## src/rtl/mem_port_arbiter.sv

```systemverilog
// Arbitrates the single memory port between instruction fetch and data requesters.
// One transaction in flight; data has priority, bounded by a streak counter.
module mem_port_arbiter #(
  parameter int addr_width      = 32,
  parameter int data_width      = 32,
  parameter int max_data_streak = 4
) (
  input  logic                    clk,
  input  logic                    rst,
  input  logic                    flush,
  input  logic                    if_req,
  input  logic [addr_width-1:0]   if_addr,
  output logic                    if_gnt,
  output logic                    if_rvalid,
  output logic [data_width-1:0]   if_rdata,
  input  logic                    mem_req,
  input  logic                    mem_we,
  input  logic [addr_width-1:0]   mem_addr,
  input  logic [data_width-1:0]   mem_wdata,
  input  logic [data_width/8-1:0] mem_wstrb,
  output logic                    mem_gnt,
  output logic                    mem_rvalid,
  output logic [data_width-1:0]   mem_rdata,
  output logic                    bus_req,
  output logic                    bus_we,
  output logic [addr_width-1:0]   bus_addr,
  output logic [data_width-1:0]   bus_wdata,
  output logic [data_width/8-1:0] bus_wstrb,
  input  logic                    bus_ack,
  input  logic                    bus_rvalid,
  input  logic [data_width-1:0]   bus_rdata
);

  localparam logic [1:0] S_IDLE = 2'd0;
  localparam logic [1:0] S_REQ  = 2'd1;
  localparam logic [1:0] S_WAIT = 2'd2;

  localparam int SW = (max_data_streak < 1) ? 1 : $clog2(max_data_streak + 1);
  localparam logic [SW-1:0] STREAK_MAX = SW'(max_data_streak);

  localparam logic OWN_FETCH = 1'b0;
  localparam logic OWN_DATA  = 1'b1;

  typedef struct packed {
    logic                    we;
    logic [addr_width-1:0]   addr;
    logic [data_width-1:0]   wdata;
    logic [data_width/8-1:0] wstrb;
  } bus_pay_t;

  logic [1:0]            state_q, state_d;
  logic                  owner_q, owner_d;
  logic [SW-1:0]         streak_q, streak_d;
  logic                  kill_q, kill_d;
  logic                  breq_q, breq_d;
  bus_pay_t              pay_q, pay_d;
  logic                  if_rvalid_q, if_rvalid_d;
  logic [data_width-1:0] if_rdata_q, if_rdata_d;
  logic                  mem_rvalid_q, mem_rvalid_d;
  logic [data_width-1:0] mem_rdata_q, mem_rdata_d;

  logic idle, done;

  assign idle    = (state_q == S_IDLE);
  assign mem_gnt = !rst && idle && mem_req && (!if_req || (streak_q < STREAK_MAX));
  assign if_gnt  = !rst && idle && !mem_gnt && if_req && !flush;
  assign done    = ((state_q == S_REQ) && bus_ack && bus_rvalid) ||
                   ((state_q == S_WAIT) && bus_rvalid);

  always_comb begin
    state_d      = state_q;
    owner_d      = owner_q;
    streak_d     = streak_q;
    kill_d       = kill_q | flush;
    breq_d       = breq_q;
    pay_d        = pay_q;
    if_rvalid_d  = 1'b0;
    if_rdata_d   = if_rdata_q;
    mem_rvalid_d = 1'b0;
    mem_rdata_d  = mem_rdata_q;

    case (state_q)
      S_IDLE: begin
        if (mem_gnt) begin
          pay_d    = '{we: mem_we, addr: mem_addr, wdata: mem_wdata, wstrb: mem_wstrb};
          owner_d  = OWN_DATA;
          kill_d   = flush;
          breq_d   = 1'b1;
          state_d  = S_REQ;
          if (!if_req)                     streak_d = '0;
          else if (streak_q != STREAK_MAX) streak_d = streak_q + SW'(1);
        end else if (if_gnt) begin
          pay_d    = '{we: 1'b0, addr: if_addr, wdata: '0, wstrb: '0};
          owner_d  = OWN_FETCH;
          kill_d   = 1'b0;
          breq_d   = 1'b1;
          state_d  = S_REQ;
          streak_d = '0;
        end
      end
      S_REQ: begin
        if (bus_ack) begin
          breq_d  = 1'b0;
          state_d = bus_rvalid ? S_IDLE : S_WAIT;
        end
      end
      S_WAIT: begin
        if (bus_rvalid) state_d = S_IDLE;
      end
      default: begin
        state_d = S_IDLE;
        breq_d  = 1'b0;
      end
    endcase

    // A flush coinciding with completion still kills the fetch response.
    if (done) begin
      if (owner_q == OWN_DATA) begin
        mem_rvalid_d = 1'b1;
        mem_rdata_d  = bus_rdata;
      end else if (!(kill_q || flush)) begin
        if_rvalid_d = 1'b1;
        if_rdata_d  = bus_rdata;
      end
    end
  end

  always_ff @(posedge clk or posedge rst) begin
    if (rst) begin
      state_q      <= S_IDLE;
      owner_q      <= OWN_FETCH;
      streak_q     <= '0;
      kill_q       <= 1'b0;
      breq_q       <= 1'b0;
      pay_q        <= '0;
      if_rvalid_q  <= 1'b0;
      if_rdata_q   <= '0;
      mem_rvalid_q <= 1'b0;
      mem_rdata_q  <= '0;
    end else begin
      state_q      <= state_d;
      owner_q      <= owner_d;
      streak_q     <= streak_d;
      kill_q       <= kill_d;
      breq_q       <= breq_d;
      pay_q        <= pay_d;
      if_rvalid_q  <= if_rvalid_d;
      if_rdata_q   <= if_rdata_d;
      mem_rvalid_q <= mem_rvalid_d;
      mem_rdata_q  <= mem_rdata_d;
    end
  end

  assign bus_req    = breq_q;
  assign bus_we     = pay_q.we;
  assign bus_addr   = pay_q.addr;
  assign bus_wdata  = pay_q.wdata;
  assign bus_wstrb  = pay_q.wstrb;
  assign if_rvalid  = if_rvalid_q;
  assign if_rdata   = if_rdata_q;
  assign mem_rvalid = mem_rvalid_q;
  assign mem_rdata  = mem_rdata_q;

endmodule
```

## config.mk

```make
export PLATFORM = sky130hd
export DESIGN_NAME = mem_port_arbiter
export DESIGN_NICKNAME = d
export VERILOG_FILES = /design/src/rtl/mem_port_arbiter.sv
export SDC_FILE = /design/constraint.sdc
export NUM_CORES = 1
export LEC_CHECK = 0
export ABC_AREA = 1
export CAP_MARGIN = 20
export CORE_MARGIN = 2
export CORE_UTILIZATION = 35
export DETAILED_ROUTE_END_ITERATION = 8
export DONT_BUFFER_PORTS = 1
export GPL_ROUTABILITY_DRIVEN = 1
export PLACE_DENSITY_LB_ADDON = 0.2
export SLEW_MARGIN = 20
export SYNTH_ARGS = -nofsm -noshare
export SYNTH_HDL_FRONTEND = slang
export SYNTH_SLANG_ARGS = --single-unit
```

## constraint.sdc

```tcl
create_clock -name clk -period 5.8 [get_ports clk]
set_input_delay 0.87 -clock clk [delete_from_list [all_inputs] [get_ports clk]]
set_output_delay 0.87 -clock clk [all_outputs]
set_load 0.02 [all_outputs]
```

# Word level (Yosys, flattened, before mapping)
# Index checks and enable logic that the tools add are counted.
[totals]
ram_bits = 0
memories = 0
register_bits = 143
out_inout_bits = 138
latch_bits = 0
mem_bits_ro = 0
[op_classes]
eq_ne = 7
reduce_logical = 24
n_lt_le_gt_ge = 1
multipliers = 0
shift = 0
add_sub_neg = 1
n_bitwise = 4
muxes = 26
n_div = 0
[ops]
columns = ["op", "n"]
rows = [
  ["69-bit 2-to-1 mux", 2],
  ["1-bit 2-to-1 mux", 13],
  ["3-bit 2-to-1 mux", 4],
  ["3-bit AND reduction", 4],
  ["2-bit 2-to-1 mux", 5],
  ["1-bit logical AND", 9],
  ["3-bit inequality test, second input constant", 2],
  ["2-bit one-hot mux with 3 select lines", 1],
  ["1-bit logical NOT", 4],
  ["2-bit inequality test, second input constant", 2],
  ["2-bit AND reduction", 2],
  ["3-bit by 1-bit adder with 3-bit output, second input constant", 1],
  ["1-bit logical OR", 3],
  ["3-bit less-than comparator, second input constant", 1],
  ["3-bit by 2-bit inequality test with 1-bit output, second input constant", 1],
  ["1-bit NOT", 3],
  ["1-bit one-hot mux with 3 select lines", 1],
  ["2-bit by 1-bit == test with 1-bit output, second input constant", 1],
  ["2-bit == test, second input constant", 1],
  ["2-bit logical NOT", 1],
  ["2-bit nonzero test", 1],
  ["1-bit bitwise OR", 1],
]

# Logic depth before layout (Yosys ltp)
# Gate-level depths: netlist (run 1).
[logic_depth]
depth_word = 11
ltp_mapped = 10
mapped_depth_nobuf = 9

# Worst setup path after synthesis (run 1)
# Ideal clock, no wire load.
[synth_timing]
kind = "input to output"
startpoint = "input rst"
endpoint = "output if_gnt"
path_slack_ns = 0.039
arrival_ns = 4.891
path_stages = 5
t_required_ns = 4.930
path_buffers = 1
cell_sequence = "inv_1 -> nand4_2 -> buf_4 -> nand4_1 -> inv_1"
[synth_between]
elab_chain_len = 8
[synth_lines]
columns = ["element", "line_no", "rtl"]
rows = [
  ["start: declaration", "9", "input logic rst,"],
  ["1-bit logical NOT (no source line) (*)", "-", ""],
  ["1-bit logical AND (*)", "65, 66", ""],
  ["1-bit logical AND (2 in series)", "65", "assign mem_gnt = !rst && idle && mem_req && (!if_req || (streak_q < STREAK_MAX));"],
  ["1-bit logical NOT", "66", "assign if_gnt = !rst && idle && !mem_gnt && if_req && !flush;"],
  ["1-bit logical AND (*) (3 in series)", "66", ""],
  ["end: declaration", "13", "output logic if_gnt,"],
]
# Every way passes the cells marked *; elsewhere a longest branch is shown, timed or not.

# Worst setup path after layout (run 1)
[layout_timing]
startpoint = "input rst"
endpoint = "register pay_q (netlist bit bus_wdata[3])"
[layout_between]
elab_chain_len = 10
word_cells_on_any_way = 11
cone_classes = "mux: 1; reduce/logical: 10"
[layout_lines]
columns = ["element", "line_no", "rtl"]
rows = [
  ["1-bit logical NOT (no source line) (*)", "-", ""],
  ["1-bit logical AND (*)", "65, 66", ""],
  ["1-bit logical AND (2 in series)", "65", ""],
  ["1-bit logical NOT", "66", ""],
  ["1-bit logical AND (3 in series)", "66", ""],
  ["2-bit nonzero test (no source line)", "-", ""],
  ["2-bit AND reduction (no source line)", "-", ""],
  ["end signal: assignment", "146", "pay_q <= pay_d;"],
  ["end: declaration", "56", "bus_pay_t pay_q, pay_d;"],
]
# Marked as above.
# A chain may end at the register's enable or synchronous reset.

==> impl_metrics.toml, run 1 <==
[cts]
cts.sinks = 143
htree_levels = 4
cts_setup_buffers = 0
clock_path_buffers = 2
ctsHoldBuffers = 0
insertion_delay_ns = 0.42
cts_tree = "built"
path_clk_slew_ns = 0.07
cts_root_buf = "clkbuf_16"
cts_inserted_buffers = 17
cts_resized = 0

[timing]
rsz0062_at_grt = "false"
fin_crit_ns = 3.525
finalSetupTns_ns = 0
max_freq_mhz = 283.7
tightest_slew_ns = 1.023
worst_slew_margin_rel = 0.3170
setup_violations = 0
finalHoldViolCount = 0
skew_ns = 0.007432
drv_slew = 0
fin_crit_sh = 0.6077

[floorplan]
die_area_sq_um = 18640
rows = 48
core-area_sq_um = 17240
start_util = 0.3567
die_height_um = 136.5
die_w_um = 136.5
io_pins = 278

[route]
dr.max_layer_used = "met4"
vias = 4611
routed_wirelength_um = 15750
via_per_inst = 4.705
drt_iter0_markers = 252
wl_met2_um = 7650
wl_met1_um = 6288
drc = 0
dr.pass1.iters = 5
dr_wl_met3_um = 1426
routedWlPerCell_um = 16.07
drtAntennaViolNets = 0

[setup_path]
worstSetupPathType = "input port to flip-flop"
rr_startpoint = "state_q[0]$_DFFE_PP0P_"
end_kind = "flip-flop"
cp-start-kind = "input port"
r2r_end = "bus_wdata[3]$_DFFE_PP0P_"
crit_arrival_ns = 3.83
r2r_cells = 6
crit_fanout = 82
r2r_slack_ns = 2.77
cp.required_ns = 6.10
worstSetupStartpoint = "rst"

[final_layout]
final_common_cell = "nand2_1"
nNetsFinal = 884
diodes = 0
final_cell_mix = "nand2_1, dfrtp_1, inv_1"
multi_input_area_sq_um = 2057
drive_gt1_frac = 0.07417
seqCellArea_sq_um = 3578
fillers = 1765
fin_util = 0.3995
area_growth_pct = 12.01

[synth]
synth_flop_cell = "dfrtp_1"
async_flop_share = 1.000
yosys_register_bits = 143
synthDominantCellAreaShare = 0.5820
synth_largest_area_cell = "dfrtp_1"
synth_area_per_cell_sq_um = 8.133
ys_top_cells_by_area = "dfrtp_1, nand2_1, inv_1, o21ai_0, nand3_1"
synth_cells = 756
yosysWarnings = 0
synth_edf_count = 0
synth.cell_area_sq_um = 6148
synth_nets = 898
synth_sequential_area_ratio = 0.5820
synth_cell_types = 22

[grt]
grt_max_degree = 83
grt_pass1_vias = 4663
overflow = 0
grt_use_total = 0.1682
antenna_found_initial = 0
grt_pass1_wl_um = 24110

[placement]
port_buffers = 0
place_hpwl_um = 10960
gp_congestion = 0.7700

[power]
power_density_nw_per_um2 = 570.8
ir_drop_uv = 224.8
total_leakage_power_nw = 3.867

[status]
outcome = "complete, no violations"

[job]
cap_violations = 0

[worst_hold_path]
hold_class = "input port to async pin"
critical path, stage by stage:
cell	delay, ns
inv_6	0.46
nand4_2	0.41
nand2_2	0.62
clkinv_2	0.94
nand2_1	0.29
nand2_1	0.08
sequential cells by signal (all words and copies together) (netlist names):
name        cells
if_rvalid       1
bus_wstrb       4
bus_req         1
bus_addr       32
state_q         2
streak_q        3
mem_rvalid      1
kill_q          1
if_rdata       32
bus_wdata      32
owner_q         1
bus_we          1
mem_rdata      32
per-stage QoR:
step	instance area (sq um)	power (mW)	std cells	hold WS, ns	setup slack, ns
after floorplan	6148	2.576	756	0.4417	0.03866
after global routing	6887	4.168	980	0.4609	1.768
final	6887	3.931	980	0.4080	2.275
after global placement	6232	2.774	947	0.4544	1.503
after CTS	6858	3.978	979	0.4528	1.676
after detailed placement	6232	2.811	947	0.4605	1.298
report_power, final:
part,internal (mW),switching [mW],total (mW)
logic,0.193,0.362,0.555
clock network,0.693,0.463,1.16
registers,1.40,0.822,2.22
worst max-delay path by stage:
stage               cells after the start                        to  slack (ns)
CTS                                     3                   mem_gnt        1.68
floorplan                               5                    if_gnt        0.04
global route                            6  bus_wstrb[0]$_DFFE_PP0P_        1.77
detailed placement                      6  bus_wdata[3]$_DFFE_PP0P_        1.30
global placement                        6  bus_wdata[3]$_DFFE_PP0P_        1.50
finish                                  6  bus_wdata[3]$_DFFE_PP0P_        2.28
final cells by class:
class,count,area share
clock inverters,15,0.02907
clock buffers,17,0.06177
repair buffers,3,0.006177
inverters,78,0.04379
flip-flops and latches,143,0.5196
multi-input cells,499,0.2987
well taps,225,0.04088
layer usage:
layer,global-route usage,vias up
met5,0,-
met4,0.07176,0
met3,0.06185,21
met2,0.2731,198
met1,0.2009,2145
li1,-,2247
synth_stat cells, types with 3 or more instances:
master,number
inv_2,3
nand3_1,35
nand2_1,402
nand2_2,11
dfrtp_1,143
inv_1,74
clkbuf_1,6
buf_4,9
o21ai_0,36
buf_2,18
nor2_1,3
kinds of logic after synthesis:
logic type / share of synthesized area
AO/OA/AOI/OAI: 0.03012
AND/OR/NAND/NOR: 0.3004
flip-flops: 0.5820
buffers and inverters: 0.08343
adder cells (fa/ha/maj): 0.004069
No activity file was read; power rests on OpenSTA's default activity.
==> run 2: changes to the inputs <==
==> constraint.sdc (replaced) <==
create_clock -name clk -period 3.65 [get_ports clk]
set_input_delay 0.5475 -clock clk [delete_from_list [all_inputs] [get_ports clk]]
set_output_delay 0.5475 -clock clk [all_outputs]
set_load 0.02 [all_outputs]
==> run 2 against run 1 <==
Net effect:
- first-iteration DRC count decreased by 6.0%
- non-clock buffer count increased by 2
- global-route usage increased by 0.33 points
- combinational power increased by 58%
- worst setup slack got worse by 1.2 ns
- clock skew increased by 0.0017 ns
- critical path depth decreased by 2
- flip-flop and latch count unchanged
- hold slack got worse by 0.17 ns
- final cell count increased by 0.31%
- clock power increased by 52%
- final area decreased by 0.18%
- critical endpoint is now mem_gnt
- largest power group unchanged
==> impl_metrics.toml, run 2 (same netlist as run 1, synthesis figures left out) <==
[status]
outcome = "complete, no violations"

[final_layout]
area_growth_pct = 11.80
instances_no_fill = 983
final_cell_mix = "nand2_1, dfrtp_1, inv_1"
final_common_cell = "nand2_1"
nNetsFinal = 886
drive_gt1_frac = 0.07794
fin_area_sq_um = 6874
fin_util = 0.3988

[worst_hold_path]
hold_class = "input port to flip-flop"

[floorplan]
start_util = 0.3567
core-area_sq_um = 17240
rows = 48
die_area_sq_um = 18640
die_height_um = 136.5
die_w_um = 136.5
io_pins = 278

[cts]
cts_inserted_buffers = 17
cts_root_buf = "clkbuf_16"
htree_levels = 4
path_clk_slew_ns = 0.06
cts_setup_buffers = 0
ctsHoldBuffers = 0
cts_resized = 0
cts.sinks = 143
insertion_delay_ns = 0.41
clock_path_buffers = 2
cts_tree = "built"

[grt]
antenna_found_initial = 1
met2_usage = 0.2767
grt-busiest-layer = "met2"
grt_pass1_vias = 4616
met3_usage = 0.07852
grt_max_degree = 74
grt_pass1_wl_um = 24510
grt_use_total = 0.1716
grtUsageMet1 = 0.2041
overflow = 0

[setup_path]
worst_path_largest_cell_delay_ns = 0.51
cp-start-kind = "flip-flop"
end_kind = "output port"
crit_arrival_ns = 1.99
worst_path_max_delay_cell = "inv_2"
worstSetupPathType = "flip-flop to output port"
crit_fanout = 35
r2r_slack_ns = 1.45
crit_chain = "nor2_4 -> nand4_2 -> buf_4 -> inv_2"
cp.required_ns = 3.10

[power]
total_leakage_power_nw = 3.860
p_total_mw = 6.170
power_density_nw_per_um2 = 897.6
ir_drop_uv = 322.6

[route]
via_per_inst = 4.742
drtAntennaViolNets = 0
routedWlPerCell_um = 16.37
drc = 0
drt_iter0_markers = 237
dr.pass1.iters = 4
routed_wirelength_um = 16100
vias = 4661

[timing]
max_freq_mhz = 393.9
fin_crit_ns = 2.538
fin_crit_sh = 0.6955
worst_slew_margin_rel = 0.3650
setup_violations = 0
finalHoldViolCount = 0
drv_slew = 0
skew_ns = 0.009086
holdWs_ns = 0.2393
rsz0062_at_grt = "false"
tightest_slew_ns = 0.9514

[placement]
port_buffers = 0
gp_congestion = 0.7866
place_area_sq_um = 6269
dp_cells = 950
place_hpwl_um = 10950

[job]
cap_violations = 0
==> run 2: cell count changes in the layout (fill, tap and decap cells not counted) <==
cell / before / now
inv_4: 1 / 2
clkbuf_8: 0 / 2
clkinv_2: 1 / 2
buf_12: 0 / 1
diode_2: 0 / 1
buf_4: 2 / 4
bufinv_16: 3 / 2
inv_6: 5 / 4
buf_16: 1 / 0
inv_1: 73 / 72
inv_8: 3 / 1
inv_2: 2 / 3
==> run 2: report_power, final <==
group | switching [mW] | total, mW | internal, mW | leakage [nW]
Sequential | 1.31 | 3.53 | 2.22 | 1.81
Combinational | 0.571 | 0.878 | 0.307 | 1.75
Clock | 0.704 | 1.76 | 1.06 | 0.297
==> run 2: worst paths after layout <==
path                                    startpoint  cells past startpoint                       end
setup / recovery            state_q[0]$_DFFE_PP0P_                      4                   mem_gnt
hold / removal                       bus_rdata[23]                      2  if_rdata[23]$_DFFE_PP0P_
setup reg to reg            state_q[0]$_DFFE_PP0P_                      8   bus_addr[5]$_DFFE_PP0P_
hold reg to reg            streak_q[2]$_DFFE_PP0P_                      2   streak_q[2]$_DFFE_PP0P_
max in group asynchronous                      rst                      3  if_rdata[29]$_DFFE_PP0P_
min in group asynchronous                      rst                      2  mem_rdata[6]$_DFFE_PP0P_
==> run 2: worst max-delay path, delay by kind of cell, from the launching register on <==
kind / cells / cell delay, ns
buffers and inverters: 2 / 0.80
AND/OR/NAND/NOR: 2 / 0.33
flip-flops: 1 / 0.44
==> run 2: through the flow <==
| step | setup WS [ns] | TNS (ns) |
|---|---|---|
| floorplan | -0.4165 | -2.457 |
| global placement | 1.271 | 0 |
| detailed placement | 1.233 | 0 |
| CTS | 1.097 | 0 |
| global route | 0.9656 | 0 |
| finish | 1.112 | 0 |
==> run 2: final cells by class <==
| cell class | instances | area [sq um] |
|---|---|---|
| diodes | 1 | 2.502 |
| fillers | 1785 | 10360 |
| repair buffers | 5 | 50.05 |
| well taps | 225 | 281.5 |
| clock inverters | 13 | 150.1 |
| flip-flops and latches | 143 | 3578 |
| inverters | 78 | 301.5 |
| clock buffers | 19 | 452.9 |
| multi-input cells | 499 | 2057 |
==> run 2: layer usage <==
metal,share of wire,wire length [um],up-vias
li1,-,-,2246
met1,0.39,6332,2208
met2,0.48,7741,191
met3,0.11,1786,16
met4,0.015,235,0
met5,0,0,-
==> run 3: changes to the inputs <==
==> constraint.sdc (replaced) <==
create_clock -name clk -period 2.5 [get_ports clk]
set_input_delay 0.375 -clock clk [delete_from_list [all_inputs] [get_ports clk]]
set_output_delay 0.375 -clock clk [all_outputs]
set_load 0.02 [all_outputs]
==> run 3 against run 2 <==
Net effect:
- register-to-register slack worse by 0.93 ns
- utilization is 0.50 points higher
- highest routed layer unchanged
- final area grew 1.3%
==> impl_metrics.toml, run 3 (same netlist as run 1, synthesis figures left out) <==
[status]
outcome = "complete, no violations"

[timing]
max_freq_mhz = 436.0
fin_crit_sh = 0.9175
tightest_slew_ns = 0.8221
fin_crit_ns = 2.294
drv_slew = 0
finalHoldViolCount = 0
worst_slew_margin_rel = 0.4506
setup_violations = 0
rsz0062_at_grt = "false"
skew_ns = 0.007997
holdWs_ns = 0.06639
finalSetupTns_ns = 0

[cts]
cts_inserted_buffers = 17
path_clk_slew_ns = 0.06
insertion_delay_ns = 0.41
ctsHoldBuffers = 0
cts_root_buf = "clkbuf_16"
clock_path_buffers = 2
htree_levels = 4
cts_tree = "built"
cts.sinks = 143

[power]
ir_drop_uv = 592.0
p_total_mw = 9.184
power_density_nw_per_um2 = 1319
total_leakage_power_nw = 3.889

[grt]
antenna_found_initial = 0
overflow = 0
grt_use_total = 0.1687
grt_max_degree = 145
grt_pass1_wl_um = 24180
grt_pass1_vias = 4736

[route]
drt_iter0_markers = 177
drc = 0
vias = 4629
drtAntennaViolNets = 0
dr.pass1.iters = 4
via_per_inst = 4.704
routed_wirelength_um = 15730
routedWlPerCell_um = 15.98

[worst_hold_path]
hold_class = "input port to flip-flop"
holdPathStages = 1

[final_layout]
final_common_cell = "nand2_1"
drive_gt1_frac = 0.08037
final_cell_mix = "nand2_1, dfrtp_1, inv_1"
diodes = 0
area_growth_pct = 13.21
fin_area_sq_um = 6960
nNetsFinal = 888
fin_util = 0.4038

[setup_path]
worstSetupPathType = "flip-flop to output port"
cp-start-kind = "flip-flop"
crit_arrival_ns = 1.92
rr_startpoint = "state_q[0]$_DFFE_PP0P_"
endpoint = "mem_gnt"
worstSetupStartpoint = "state_q[0]$_DFFE_PP0P_"
end_kind = "output port"
r2r_slack_ns = 0.52
crit_fanout = 70
cp.required_ns = 2.12
r2r_cells = 7
r2r_end = "mem_rdata[3]$_DFFE_PP0P_"

[floorplan]
start_util = 0.3567
core-area_sq_um = 17240
die_w_um = 136.5
rows = 48
die_area_sq_um = 18640
io_pins = 278
die_height_um = 136.5

[placement]
port_buffers = 0
place_hpwl_um = 11080
gp_congestion = 0.7867
place_area_sq_um = 6309

[job]
cap_violations = 0
-- run 3: cell count changes in the layout (fill, tap and decap cells not counted), sizes merged --
cell,before,now
buf,5,7
bufinv,2,4
clkbuf,19,18
clkinv,5,4
clkinvlp,2,3
diode,1,0
inv,82,81
-- run 3: worst min path at each step --
stage                                        from                      end  slack, ns
after floorplan           streak_q[2]$_DFFE_PP0P_  streak_q[2]$_DFFE_PP0P_       0.44
after global placement    streak_q[2]$_DFFE_PP0P_  streak_q[2]$_DFFE_PP0P_       0.46
after detailed placement  streak_q[2]$_DFFE_PP0P_  streak_q[2]$_DFFE_PP0P_       0.47
after CTS                              bus_rvalid   state_q[1]$_DFFE_PP0P_       0.04
after global routing                 bus_rdata[3]  if_rdata[3]$_DFFE_PP0P_       0.05
final                                  bus_rvalid   state_q[1]$_DFFE_PP0P_       0.07
-- run 3: layer usage --
layer,wire length (um),GRT usage
met3,1861,0.08667
met1,5927,0.1818
met5,0,0
met4,122,0.04977
met2,7815,0.2892
-- run 3: final cells by class --
cell class	count	area [sq um]
Clock buffer	18	439.2
Clock inverter	14	203.9
Fill cell	1742	10280
Inverter	78	301.5
Multi-Input combinational cell	499	2066
Sequential cell	143	3578
Tap cell	225	281.5
Timing Repair Buffer	7	90.09
-- run 3: worst max-delay path: stages, from the launching register on --
cell     delay (ns)
dfrtp_1        0.45
nor2_4         0.21
nand4_4        0.20
buf_4          0.27
inv_2          0.09
buf_12         0.27
-- run 3: where the power goes --
part	switching, mW	leakage (nW)	internal [mW]
clock	1.01	0.309	1.72
combinational	0.842	1.77	0.472
sequential	1.90	1.81	3.25
-- run 3: what timing repair did --
action / CTS / global route
gates resized for setup: 0 / 1
buffers inserted: 0 / 0
endpoints found under the setup margin: 0 / 1
endpoints found under the hold margin: 0 / 0
-- run 3: through the flow --
step	worst slack, ns	instances
6_report	0.2063	984
3_5_place_dp	0.4895	952
4_1_cts	0.08263	984
2_1_floorplan	-1.221	756
3_3_place_gp	0.5147	952
5_1_grt	0.06444	984
==> patch (settings of run 3) <==
Reset style: synchronous (`rst`), changed in one clocked block.
--- a/src/rtl/mem_port_arbiter.sv
+++ b/src/rtl/mem_port_arbiter.sv
@@ -125,7 +125,7 @@
     end
   end
 
-  always_ff @(posedge clk or posedge rst) begin
+  always_ff @(posedge clk) begin
     if (rst) begin
       state_q      <= S_IDLE;
       owner_q      <= OWN_FETCH;
Function: differs if rst is asserted again (counterexample within 4 cycles, from zero or initial values and one cycle with rst high); with rst held inactive, the same outputs for 4 cycles.
==> patch against run 3 <==
- setup slack gained 0.12 ns
- non-clock buffer count shrank 1
- cell area shrank 9.3%
- routed wire length shrank 6.7%
- die area shrank 8.4%
- sequential cell count is the same
- global-route usage shrank 0.67 points
- sequential share of layout area shrank 6.1 points
- synthesized area shrank 8.6%
- critical path type unchanged
- largest cell class unchanged
Power is not compared: it rests on default switching activity, and its combinational part moved more than twofold at a synthesized area within 25%.
==> patch: results (changes against run 3) <==
By count the netlist is led by 151 x nand2_1, 143 x dfxtp_1, 136 x nor2_1, 67 x nand3_1, 60 x o21ai_0. The clock skew after layout is 0.00462 ns (-0.00338 ns). The number of non-clock inverters is 48 (-38%). By area the synthesized netlist is led by dfxtp_1 51%, nand2_1 10%, nor2_1 9.1%. The count of inserted antenna diode cells is 0 (unchanged). The number of global-route vias before repair is 4,329 (-8.6%). The met2 layer wire length in the routed design came to 6960 microns (-11%). The maximum fanout encountered on the critical timing path came out at 34 (-51%). The filler cell count in the final layout came out at 1,637 (-6.0%). The routed wire length is 14,700 microns (-6.7%). The global routing met3 resource utilization is 0.0859 (-0.000755). The global placement routability congestion came out at 0.758 (-3.6%). The data arrival time of the worst path is 1.80 ns (-0.12 ns). The clock buffer and inverter area fraction after layout came out at 0.105 (+0.0129). The pre-CTS worst setup slack came to 0.634 ns (+0.145 ns).

The data-path buffer share of cell area in the final layout is 0.00912 (-0.00382). The count of buffers inserted at the top-level ports was 0 (unchanged). The number of distinct library cell variants in the gate-level netlist after synthesis came out at 26 (+18%). The share of async-settable or async-resettable flops after synthesis came out at 0 (-1.00). The area growth from synthesis to final layout came out at 12.3%. The total met3 wirelength after detailed routing was 1800 microns (-3.2%). The transition time at the pin with the least slew margin is 0.720 ns (-0.102 ns). The layout buffer count excluding clock buffers came out at 6 (-1).

The run finished with clean final reports. The clock buffer instance count of the final layout was 21 (+3). The largest net degree at the start of global routing is 72 (-50%). The detailed-placement wirelength estimate came out at 10,300 microns (-7.4%). The later-pin clock latency in the skew report is 0.41 ns (about the same).

The final layout net count is 866 (-2.5%). Internal power comes to 4.37 mW. The final critical-path required period is 2.18 ns (-0.116 ns). The slowest stage cell on the critical path is dfxtp_1.

The count of routing violations after the opening detailed-route iteration came to 218 (+23%). The area of combinational cells with multiple inputs came out at 2270 sq um (+10%). In this run the most critical hold path is launched from rst. The routing usage on met1 came to 0.165 (-0.0171).

The mean post-synth cell area came out at 7.50 sq um (-7.8%). The met1 layer wirelength in the final routing is 5530 microns (-6.8%). The global-route wire length before repair came to 21,300 microns (-12%). Per report_power, the Sequential row totals 2.59 mW. The number of resized instances in the post-cts repair step is 0 (unchanged).

In the synthesized netlist the dominant register cell turns out to be dfxtp_1. The reported clock group power came out at 2.81 mW. The total global-route track usage came out at 0.162 (-0.00667). The number of multi-input combinational cells is 508 (+1.8%).

The sequential-to-total area share from yosys stat came out at 0.509 (-0.0725). Tracing the worst setup path back leads to its startpoint at state_q[0]. The sequential share of cell area is 0.454 (-0.0605). The fraction of layout instances using a drive strength above 1 came out at 0.0692 (-0.0112). The met2 track demand over resource in global routing came out at 0.276 (-0.0128). The area taken by flip-flops and latches is 2860 sq um (-20%). The number of levels the H-tree was split into was 4 (unchanged). The number of standard cells in the final layout excluding fillers came out at 953 (-3.2%). The top metal layer carrying routed signals is met4. The startpoint identified for the worst register-to-register timing path is state_q[0]. The post-placement cell count came out at 921 (-3.3%). The net count after synthesis is 891 (-0.78%). The post-detailed-route via-to-cell ratio is 4.87 (+3.6%).
patch: cell types whose count changed after synthesis, moves of 24 or more:
| cell | delta |
|---|---|
| o21ai_0 | +24 |
| inv_1 | -33 |
| nand3_1 | +32 |
| a21oi_1 | +42 |
| nand2_1 | -251 |
| or2_1 | +25 |
| nor2_1 | +133 |
| dfxtp_1 | +143 |
| dfrtp_1 | -143 |
patch: path summary, 6_finish.rpt:
kind	to	slack [ns]	cells after the start
hold / removal	bus_wdata[13]	0.03	1
hold reg to reg	streak_q[1]	0.49	2
setup reg to reg	bus_wdata[24]	0.60	6
setup / recovery	if_gnt	0.32	5
patch: kinds of logic (layout without fill, tap and decap cells):
group / Yosys count / after routing / synth area share
adders and majority gates: 2 / 2 / 0.00445
and+or+nand+nor: 398 / 398 / 0.304
DFF: 143 / 143 / 0.509
AOI/OAI and AO/OA: 108 / 108 / 0.0962
buffers and inverters: 98 / 86 / 0.0859
